[src/rtl/gpio_irq_pkg.sv]
// Shared constants for the GPIO interrupt controller: register word map,
// interrupt-type encoding and byte-lane merge helpers.
package gpio_irq_pkg;

    localparam int unsigned WB_DW         = 32;
    localparam int unsigned WB_AW         = 6;
    localparam int unsigned DEB_CNT_W_DEF = 8;

    localparam logic [3:0] ADR_IN      = 4'd0;
    localparam logic [3:0] ADR_OUT     = 4'd1;
    localparam logic [3:0] ADR_OE      = 4'd2;
    localparam logic [3:0] ADR_IO_SEL  = 4'd3;
    localparam logic [3:0] ADR_IE      = 4'd4;
    localparam logic [3:0] ADR_IS      = 4'd5;
    localparam logic [3:0] ADR_ITYPE   = 4'd6;
    localparam logic [3:0] ADR_IPOL    = 4'd7;
    localparam logic [3:0] ADR_IBOTH   = 4'd8;
    localparam logic [3:0] ADR_DEB_CFG = 4'd9;
    localparam logic [3:0] ADR_DEB_EN  = 4'd10;
    localparam logic [3:0] ADR_OUT_SET = 4'd11;
    localparam logic [3:0] ADR_OUT_CLR = 4'd12;
    localparam logic [3:0] ADR_LAST    = ADR_OUT_CLR;

    typedef enum logic {
        IT_EDGE  = 1'b0,
        IT_LEVEL = 1'b1
    } itype_e;

    // Expand the four byte enables to a 32-bit bit mask.
    function automatic logic [WB_DW-1:0] sel_mask(input logic [3:0] sel);
        return {{8{sel[3]}}, {8{sel[2]}}, {8{sel[1]}}, {8{sel[0]}}};
    endfunction

    // Replace only the enabled byte lanes of old_val with data.
    function automatic logic [WB_DW-1:0] merge_lanes(input logic [WB_DW-1:0] old_val,
                                                     input logic [WB_DW-1:0] data,
                                                     input logic [3:0]       sel);
        logic [WB_DW-1:0] m;
        m = sel_mask(sel);
        return (old_val & ~m) | (data & m);
    endfunction

endpackage

[src/rtl/gpio_debounce.sv]
// Single-pin glitch filter: the output only follows the input after it has
// differed from the held value for thresh consecutive cycles.
module gpio_debounce
    import gpio_irq_pkg::*;
#(
    parameter int unsigned CNT_W = DEB_CNT_W_DEF
) (
    input  logic             clk,
    input  logic             rst_n,
    input  logic             en,
    input  logic [CNT_W-1:0] thresh,
    input  logic             din,
    output logic             dout
);

    logic             r_stable;
    logic [CNT_W-1:0] r_cnt;
    logic             w_active;
    logic [CNT_W-1:0] w_cnt_inc;

    assign w_active  = en && (thresh != '0);
    assign w_cnt_inc = r_cnt + CNT_W'(1);

    // While bypassed the held value tracks the input so enabling is glitch-free.
    always_ff @(posedge clk or negedge rst_n) begin
        if (!rst_n) begin
            r_stable <= 1'b0;
            r_cnt    <= '0;
        end else if (!w_active) begin
            r_stable <= din;
            r_cnt    <= '0;
        end else if (din == r_stable) begin
            r_cnt <= '0;
        end else if (w_cnt_inc == thresh) begin
            r_stable <= din;
            r_cnt    <= '0;
        end else begin
            r_cnt <= w_cnt_inc;
        end
    end

    assign dout = w_active ? r_stable : din;

endmodule

[src/rtl/gpio_irq_ctrl.sv]
// Wishbone GPIO controller with per-pin edge/level interrupts and optional
// input debounce (enabled by defining GPIO_DEBOUNCE_EN).
module gpio_irq_ctrl
    import gpio_irq_pkg::*;
#(
    parameter int unsigned NO_OF_GPIO_PINS   = 32,
    parameter int unsigned NO_OF_SHARED_PINS = 15,
    parameter int unsigned DEB_CNT_W         = 8
) (
    input  logic                         wb_clk_i,
    input  logic                         wb_rst_ni,
    input  logic                         wb_cyc_i,
    input  logic                         wb_stb_i,
    input  logic                         wb_we_i,
    input  logic [WB_AW-1:0]             wb_adr_i,
    input  logic [WB_DW-1:0]             wb_dat_i,
    input  logic [3:0]                   wb_sel_i,
    output logic [WB_DW-1:0]             wb_dat_o,
    output logic                         wb_ack_o,
    output logic                         wb_err_o,
    input  logic [NO_OF_GPIO_PINS-1:0]   i_gpio,
    output logic [NO_OF_GPIO_PINS-1:0]   o_gpio,
    output logic [NO_OF_GPIO_PINS-1:0]   en_gpio,
    output logic [NO_OF_SHARED_PINS-1:0] io_sel,
    output logic                         wb_inta_o
);

    localparam int unsigned NP = NO_OF_GPIO_PINS;
    localparam int unsigned NS = NO_OF_SHARED_PINS;

    logic [3:0]       w_word;
    logic [1:0]       w_unused_adr;
    logic             w_req;
    logic             w_wr;
    logic             w_mapped;
    logic [WB_DW-1:0] w_wdat;
    logic             r_ack;
    logic             r_err;

    logic [NP-1:0] r_out;
    logic [NP-1:0] r_oe;
    logic [NS-1:0] r_io_sel;
    logic [NP-1:0] r_ie;
    logic [NP-1:0] r_is;
    logic [NP-1:0] r_itype;
    logic [NP-1:0] r_ipol;
    logic [NP-1:0] r_iboth;

    logic [NP-1:0] r_sync1;
    logic [NP-1:0] r_sync2;
    logic [NP-1:0] w_f;
    logic [NP-1:0] r_f_prev;
    logic [NP-1:0] w_raw;
    logic [NP-1:0] w_gate;
    logic [NP-1:0] r_evt;
    logic [NP-1:0] w_is_clr;

    logic [WB_DW-1:0] w_deb_cfg_rd;
    logic [WB_DW-1:0] w_deb_en_rd;
    logic [WB_DW-1:0] w_rdata;

    assign w_word       = wb_adr_i[5:2];
    assign w_unused_adr = wb_adr_i[1:0];
    assign w_mapped     = (w_word <= ADR_LAST);
    // A new request is only accepted while no response is on the bus.
    assign w_req        = wb_cyc_i & wb_stb_i & ~r_ack & ~r_err;
    assign w_wr         = w_req & wb_we_i;
    assign w_wdat       = wb_dat_i & sel_mask(wb_sel_i);

    always_ff @(posedge wb_clk_i or negedge wb_rst_ni) begin
        if (!wb_rst_ni) begin
            r_ack <= 1'b0;
            r_err <= 1'b0;
        end else begin
            r_ack <= w_req & w_mapped;
            r_err <= w_req & ~w_mapped;
        end
    end

    assign wb_ack_o = r_ack;
    assign wb_err_o = r_err;

    // Control registers, byte-lane writes.
    always_ff @(posedge wb_clk_i or negedge wb_rst_ni) begin
        if (!wb_rst_ni) begin
            r_out    <= '0;
            r_oe     <= '1;
            r_io_sel <= '1;
            r_ie     <= '0;
            r_itype  <= '0;
            r_ipol   <= '0;
            r_iboth  <= '0;
        end else if (w_wr) begin
            case (w_word)
                ADR_OUT:     r_out    <= NP'(merge_lanes(32'(r_out), wb_dat_i, wb_sel_i));
                ADR_OE:      r_oe     <= NP'(merge_lanes(32'(r_oe), wb_dat_i, wb_sel_i));
                ADR_IO_SEL:  r_io_sel <= NS'(merge_lanes(32'(r_io_sel), wb_dat_i, wb_sel_i));
                ADR_IE:      r_ie     <= NP'(merge_lanes(32'(r_ie), wb_dat_i, wb_sel_i));
                ADR_ITYPE:   r_itype  <= NP'(merge_lanes(32'(r_itype), wb_dat_i, wb_sel_i));
                ADR_IPOL:    r_ipol   <= NP'(merge_lanes(32'(r_ipol), wb_dat_i, wb_sel_i));
                ADR_IBOTH:   r_iboth  <= NP'(merge_lanes(32'(r_iboth), wb_dat_i, wb_sel_i));
                ADR_OUT_SET: r_out    <= r_out | NP'(w_wdat);
                ADR_OUT_CLR: r_out    <= r_out & ~NP'(w_wdat);
                default: ;
            endcase
        end
    end

    assign o_gpio  = r_out;
    assign en_gpio = r_oe;
    assign io_sel  = r_io_sel;

    always_ff @(posedge wb_clk_i or negedge wb_rst_ni) begin
        if (!wb_rst_ni) begin
            r_sync1 <= '0;
            r_sync2 <= '0;
        end else begin
            r_sync1 <= i_gpio;
            r_sync2 <= r_sync1;
        end
    end

`ifdef GPIO_DEBOUNCE_EN
    logic [DEB_CNT_W-1:0] r_deb_cfg;
    logic [NP-1:0]        r_deb_en;

    always_ff @(posedge wb_clk_i or negedge wb_rst_ni) begin
        if (!wb_rst_ni) begin
            r_deb_cfg <= '0;
            r_deb_en  <= '0;
        end else if (w_wr) begin
            if (w_word == ADR_DEB_CFG)
                r_deb_cfg <= DEB_CNT_W'(merge_lanes(32'(r_deb_cfg), wb_dat_i, wb_sel_i));
            if (w_word == ADR_DEB_EN)
                r_deb_en <= NP'(merge_lanes(32'(r_deb_en), wb_dat_i, wb_sel_i));
        end
    end

    for (genvar gi = 0; gi < int'(NP); gi++) begin : g_deb
        gpio_debounce #(
            .CNT_W (DEB_CNT_W)
        ) u_deb (
            .clk    (wb_clk_i),
            .rst_n  (wb_rst_ni),
            .en     (r_deb_en[gi]),
            .thresh (r_deb_cfg),
            .din    (r_sync2[gi]),
            .dout   (w_f[gi])
        );
    end

    assign w_deb_cfg_rd = 32'(r_deb_cfg);
    assign w_deb_en_rd  = 32'(r_deb_en);
`else
    assign w_f          = r_sync2;
    assign w_deb_cfg_rd = '0;
    assign w_deb_en_rd  = '0;
`endif

    // Raw per-pin event from the filtered input.
    always_comb begin
        w_raw = '0;
        for (int unsigned i = 0; i < NP; i++) begin
            if (itype_e'(r_itype[i]) == IT_LEVEL)
                w_raw[i] = r_ipol[i] ? ~w_f[i] : w_f[i];
            else if (r_iboth[i])
                w_raw[i] = w_f[i] ^ r_f_prev[i];
            else if (r_ipol[i])
                w_raw[i] = ~w_f[i] & r_f_prev[i];
            else
                w_raw[i] = w_f[i] & ~r_f_prev[i];
        end
    end

    // Pins handed to the alternate function never raise interrupts.
    always_comb begin
        w_gate = '1;
        for (int unsigned i = 0; i < NS; i++) begin
            w_gate[i] = ~r_io_sel[i];
        end
    end

    assign w_is_clr = (w_wr && (w_word == ADR_IS)) ? NP'(w_wdat) : '0;

    // A set beats a same-cycle clear for edges; a level clear shows for one
    // cycle before the still-active source sets the bit again.
    always_ff @(posedge wb_clk_i or negedge wb_rst_ni) begin
        if (!wb_rst_ni) begin
            r_f_prev <= '0;
            r_evt    <= '0;
            r_is     <= '0;
        end else begin
            r_f_prev <= w_f;
            r_evt    <= w_raw & r_ie & w_gate;
            r_is     <= (r_is & ~w_is_clr) | (r_evt & ~(w_is_clr & r_itype));
        end
    end

    assign wb_inta_o = |(r_is & r_ie);

    always_comb begin
        w_rdata = '0;
        case (w_word)
            ADR_IN:      w_rdata = 32'(w_f);
            ADR_OUT:     w_rdata = 32'(r_out);
            ADR_OE:      w_rdata = 32'(r_oe);
            ADR_IO_SEL:  w_rdata = 32'(r_io_sel);
            ADR_IE:      w_rdata = 32'(r_ie);
            ADR_IS:      w_rdata = 32'(r_is);
            ADR_ITYPE:   w_rdata = 32'(r_itype);
            ADR_IPOL:    w_rdata = 32'(r_ipol);
            ADR_IBOTH:   w_rdata = 32'(r_iboth);
            ADR_DEB_CFG: w_rdata = w_deb_cfg_rd;
            ADR_DEB_EN:  w_rdata = w_deb_en_rd;
            default:     w_rdata = '0;
        endcase
    end

    assign wb_dat_o = w_rdata;

endmodule
[config.mk]
export PLATFORM = sky130hd
export DESIGN_NAME = gpio_irq_ctrl
export DESIGN_NICKNAME = d
export VERILOG_FILES = /design/src/rtl/gpio_irq_pkg.sv /design/src/rtl/gpio_debounce.sv /design/src/rtl/gpio_irq_ctrl.sv
export SDC_FILE = /design/constraint.sdc
export NUM_CORES = 1
export LEC_CHECK = 0
export ABC_CLOCK_PERIOD_IN_PS = 2600
export BUFFER_PORTS_ARGS = -buffer_cell sky130_fd_sc_hd__buf_2
export CAP_MARGIN = 20
export CELL_PAD_IN_SITES_DETAIL_PLACEMENT = 0
export CELL_PAD_IN_SITES_GLOBAL_PLACEMENT = 2
export CORE_MARGIN = 1.5
export CORE_UTILIZATION = 40
export DETAILED_ROUTE_END_ITERATION = 6
export PLACE_DENSITY_LB_ADDON = 0.1
export SYNTH_ARGS = -nofsm -noshare
export SYNTH_HDL_FRONTEND = slang
export SYNTH_SLANG_ARGS = --single-unit
[constraint.sdc]
create_clock -name wb_clk_i -period 2.6 [get_ports wb_clk_i]
set_clock_uncertainty 0.05 [all_clocks]
set_input_delay 0.52 -clock wb_clk_i [delete_from_list [all_inputs] [get_ports wb_clk_i]]
set_output_delay 0.52 -clock wb_clk_i [all_outputs]
set_load 0.05 [all_outputs]
# Yosys cells after proc, flatten, opt, wreduce, memory -nomap -nowiden
# Cells that the tools add are included.
# op_classes
order_cmp,1
n_eq_ne,10
muxes,131
bitwise,212
n_reduce_logical,11
# ops
operator,n
bitwise AND 32 bit,14
one-hot mux 32 bit (9 select lines),1
OR 32 bit,8
two-way mux 1 bit,128
inverter 32 bit,4
one-hot mux 32 bit (3 select lines),1
inverter 1 bit,82
bitwise AND 1 bit,70
two-way mux 32 bit,1
OR reduction 32 bit,1
bitwise XOR 1 bit,32
equality test 4 x 3 -> 1 bit (second input constant),4
bitwise AND 15 bit,1
OR 15 bit,1
AND reduction 2 bit,7
equality test 4 bit (second input constant),3
equality test 4 x 2 -> 1 bit (second input constant),2
equality test 4 x 1 -> 1 bit (second input constant),1
less-or-equal comparator 4 bit (second input constant),1
zero test 4 bit,1
nonzero test 3 bit,1
logical AND 1 bit,1
# totals
reg_bits,369
input_bits,79
output_inout_bits,114
wordCells,379

# Logic depth before layout (Yosys ltp)
# logic_depth
depth_word,10
mapped_depth,8
depth_no_buf,6

# Worst setup path before layout
# OpenSTA, ideal clock, no wires.
# synth_timing
kind,input port to output port
start,input wb_adr_i[2]
end,output wb_dat_o[6]
arrival_ps,2206
t_required_ps,2030
slack_ps,-176
cell_stages,8
path_buffers,4
cell_sequence,buf_2 > buf_2 > or3_4 > nor2_4 > buf_2 > buf_2 > nand2_1 > nand4_1
# synth_between
elab_chain_len,2
elab_cells_between_ends,10
classes_between,8 x eq/ne; 1 x mux; 1 x reduce/logical
# synth_rtl
item,line_no,rtl
"start, declared",gpio_irq_ctrl.sv:15,"input logic [WB_AW-1:0] wb_adr_i,"
equality test 4 bit (tied with other cells),gpio_irq_ctrl.sv:203,case (w_word)
one-hot mux 32 bit (9 select lines) (*),gpio_irq_ctrl.sv:203,
"end, declared",gpio_irq_ctrl.sv:18,"output logic [WB_DW-1:0] wb_dat_o,"
# Every way passes the cells marked *; elsewhere a longest branch is shown, timed or not.

# Worst setup path after layout
# layout_timing
start,register r_is[14]
end,output wb_inta_o
# layout_between
elab_chain_len,2
# layout_rtl
item,line_no,rtl
"start, declared",gpio_irq_ctrl.sv:44,logic [NP-1:0] r_is;
"start signal, assigned",gpio_irq_ctrl.sv:195,r_is <= (r_is & ~w_is_clr) | (r_evt & ~(w_is_clr & r_itype));
bitwise AND 32 bit,gpio_irq_ctrl.sv:199,assign wb_inta_o = |(r_is & r_ie);
OR reduction 32 bit,gpio_irq_ctrl.sv:199,
"end, declared",gpio_irq_ctrl.sv:25,output logic wb_inta_o
# Every way passes these cells.

==> flow_summary.yaml <==
status:
  outcome: "finished with violations"
  violations: "design-rule violations, negative setup slack"
drt:
  drc_errors: 2
  vias: 12600
  wl_mm: 53.82
  drtIter0Drc: 919
  avgViaCountPerCell: 5.528
  wl_per_cell_um: 23.61
  ant_nets: 0
  dr.pass1.iters: 7
synthesis:
  synth_area_per_cell_sq_um: 12.59
  yosys_register_bits: 369
  yosysTopAreaCell: "dfrtp_1"
  synth_top_area_share: 0.4687
  ys.warnings.count: 0
  yosys-top-cells-area: "dfrtp_1 (47%), mux2_2 (12%), dfstp_2 (7.2%)"
  yosys-top-cells-count: "dfrtp_1 (322), mux2_2 (176), a22oi_1 (70)"
  netlist_area_sq_um: 17190
  synth_most_common_cell: "dfrtp_1"
  syn_inst: 1366
  synth_flop_cell: "dfrtp_1"
  seq_area_frac_synth: 0.5405
  ys_types: 53
  synth_nets: 1509
  synth_edf_count: 0
  async_flop_share: 1.000
sta:
  setup_viol: 1
  fin_ws_ps: -115.4
  clock.fmax_ghz: 0.3683
  hold_viol_final: 0
  drv_slew: 0
  period_share: 1.044
  rsz0062_at_grt: "true"
  relSlewSlack: 0.2925
  tightestPinTransition_ps: 1057
  layout_min_cycle_time_ps: 2715
layout:
  syn2layout_area_growth_pct: 28.96
  fillCellCount: 3696
  seqCellArea_sq_um: 9303
  drive_gt1_frac: 0.4025
  multi_input_area_sq_um: 7604
  fin_nets: 1848
  post-route-util: 0.5262
floorplanning:
  fp.coreArea_sq_um: 42130
  boundaryPins: 193
  die_area_sq_um: 44230
  chipWidth_um: 210.3
  initial_utilization: 0.4080
  num_rows: 75
  fp.dieH_um: 210.3
pwr:
  p_leak_uw: 0.01039
  vdd_drop_max_uv: 499.5
  power-per-cell-area_nw_per_um2: 740.4
  power.total_uw: 16420
place:
  gp_congestion: 0.8273
  hpwl_mm: 37.57
  io_buffers: 190
cts:
  cts_tree: "yes"
  clock_latency_ps: 560
  clkSlewWorstSetupHoldPaths_ps: 60
  cts.sinks: 369
  htreeDepth: 2
  root_buffer: "clkbuf_16"
  cts_buffer_depth: 3
  cts_buffers: 42
global_route:
  antenna_found_initial: 3
  grt_max_degree: 62
  grt-ovfl-total: 0
  grt_pass1_vias: 12880
  grt_pass1_wl_mm: 81.61
  grt_usage: 0.2482
min_path:
  min_from: "wb_dat_i[12]"
  hp-class: "in -> reg"
worst_setup_path:
  cp.required_ps: 2030
  cpMaxStageDelayCell: "or4_4"
  critPathMaxFanout: 3
  crit_path_start: "r_is[14]"
  worstPathCellList: "a22oi_2 -> nand4_1 -> or4_4 -> buf_8"
  crit_arrival_ps: 2150
  end_kind: "output port"
  cp-start-kind: "flop"
  rr_startpoint: "wb_err_o"
  crit_type: "reg -> out"
  max_stage_delay_ps: 590
run:
  max_cap_violations: 0
[per-stage QoR]
stage	setup WS, ps	setup TNS (ps)	std cells	cell area (sq um)	hold slack, ps
final	-115.4	-115.4	2279	22170	198.2
after detailed placement	-277.5	-5349	2147	19990	284.7
after global placement	-238.7	-4280	2147	19990	282.3
after floorplan	-31.55	-116.0	1366	17320	174.4
after global routing	-145.8	-293.6	2278	22170	191.9
after CTS	-144.5	-144.7	2272	22020	1.699
[timing repair]
item | 4_1_cts | 5_1_grt
endpoints found under the hold margin | 79 | 1
setup buffers | 16 | 7
endpoints found under the setup margin | 33 | 23
pin swaps | 19 | 17
gates resized for setup | 53 | 34
hold buffers | 32 | 1
cloned | 0 | 1
[cell usage in the layout (no fill, tap or decap), drive strengths merged, types with 2 or more instances in the layout]
master       Yosys  layout
nor4bb           3       3
a211o            2       2
o21ai           22      22
inv             65      65
or2              2       2
clkinv           0      11
a211oi          17      17
nand4           20      20
xnor2           33      33
a221oi          18      18
buf             50     322
nor4b            2       2
nand2           60      60
mux2           178     178
nor3b           50      50
a222oi          18      18
clkbuf          14      71
ha              64      64
a32oi            3       3
or3              3       3
nand3           42      42
mux2i           34      34
a22oi           70      70
dfrtp          322     322
a22o            15      15
and3             4       4
o211ai           4       4
a221o           32      32
nor2b           19      19
dlygate4sd3      0      33
o211a           17      17
a31oi           32      32
nand2b          32      32
and2             3       3
dfstp           47      47
nor2            43      43
a21oi           17      17
[logic make-up after synthesis]
group                      count (synthesis)  synth area share
buffers and inverters                    129           0.03209
DFF                                      369            0.5405
and+or+nand+nor                          291            0.1029
adders and majority gates                 64           0.04658
xor gates and xnor gates                  33           0.01681
AOI/OAI and AO/OA                        268            0.1247
muxes                                    212            0.1364
[metal layers]
layer | track usage | wire, um
met1 | 0.3442 | 24350
met2 | 0.3922 | 25010
met3 | 0.05304 | 3052
met4 | 0.07095 | 1382
met5 | 0 | 17
[cell type report]
type	instances	share of cell area
flip-flops and latches	369	0.4196
inverters	65	0.01100
multi-input cells	868	0.3429
clock inverters	11	0.002483
repair buffers	359	0.1336
clock buffers	67	0.05993
diodes	1	0.0001129
well taps	539	0.03042
[power by group]
part	internal (uW)	total (uW)	switching [uW]
Sequential	6380	7100	727
Clock	3500	5880	2380
Combinational	1270	3430	2160
[path summary, 6_finish.rpt]
check                      cells after the start                          to  slack (ps)
setup / recovery                               4                   wb_inta_o        -120
hold / removal                                 2                    r_is[12]         200
setup reg to reg                               5                   o_gpio[4]         400
hold reg to reg                                0                 r_sync2[12]         290
max in group asynchronous                      3  asynchronous set/reset pin        1240
min in group asynchronous                      2                 r_sync1[27]         450
[critical path, delay by kind of cell (launching register included)]
family | cells | cell delay, ps
AOI/OAI and AO/OA | 1 | 240
buffers and inverters | 1 | 180
and+or+nand+nor | 2 | 720
DFF | 1 | 430
(Power assumes the default switching activity.)
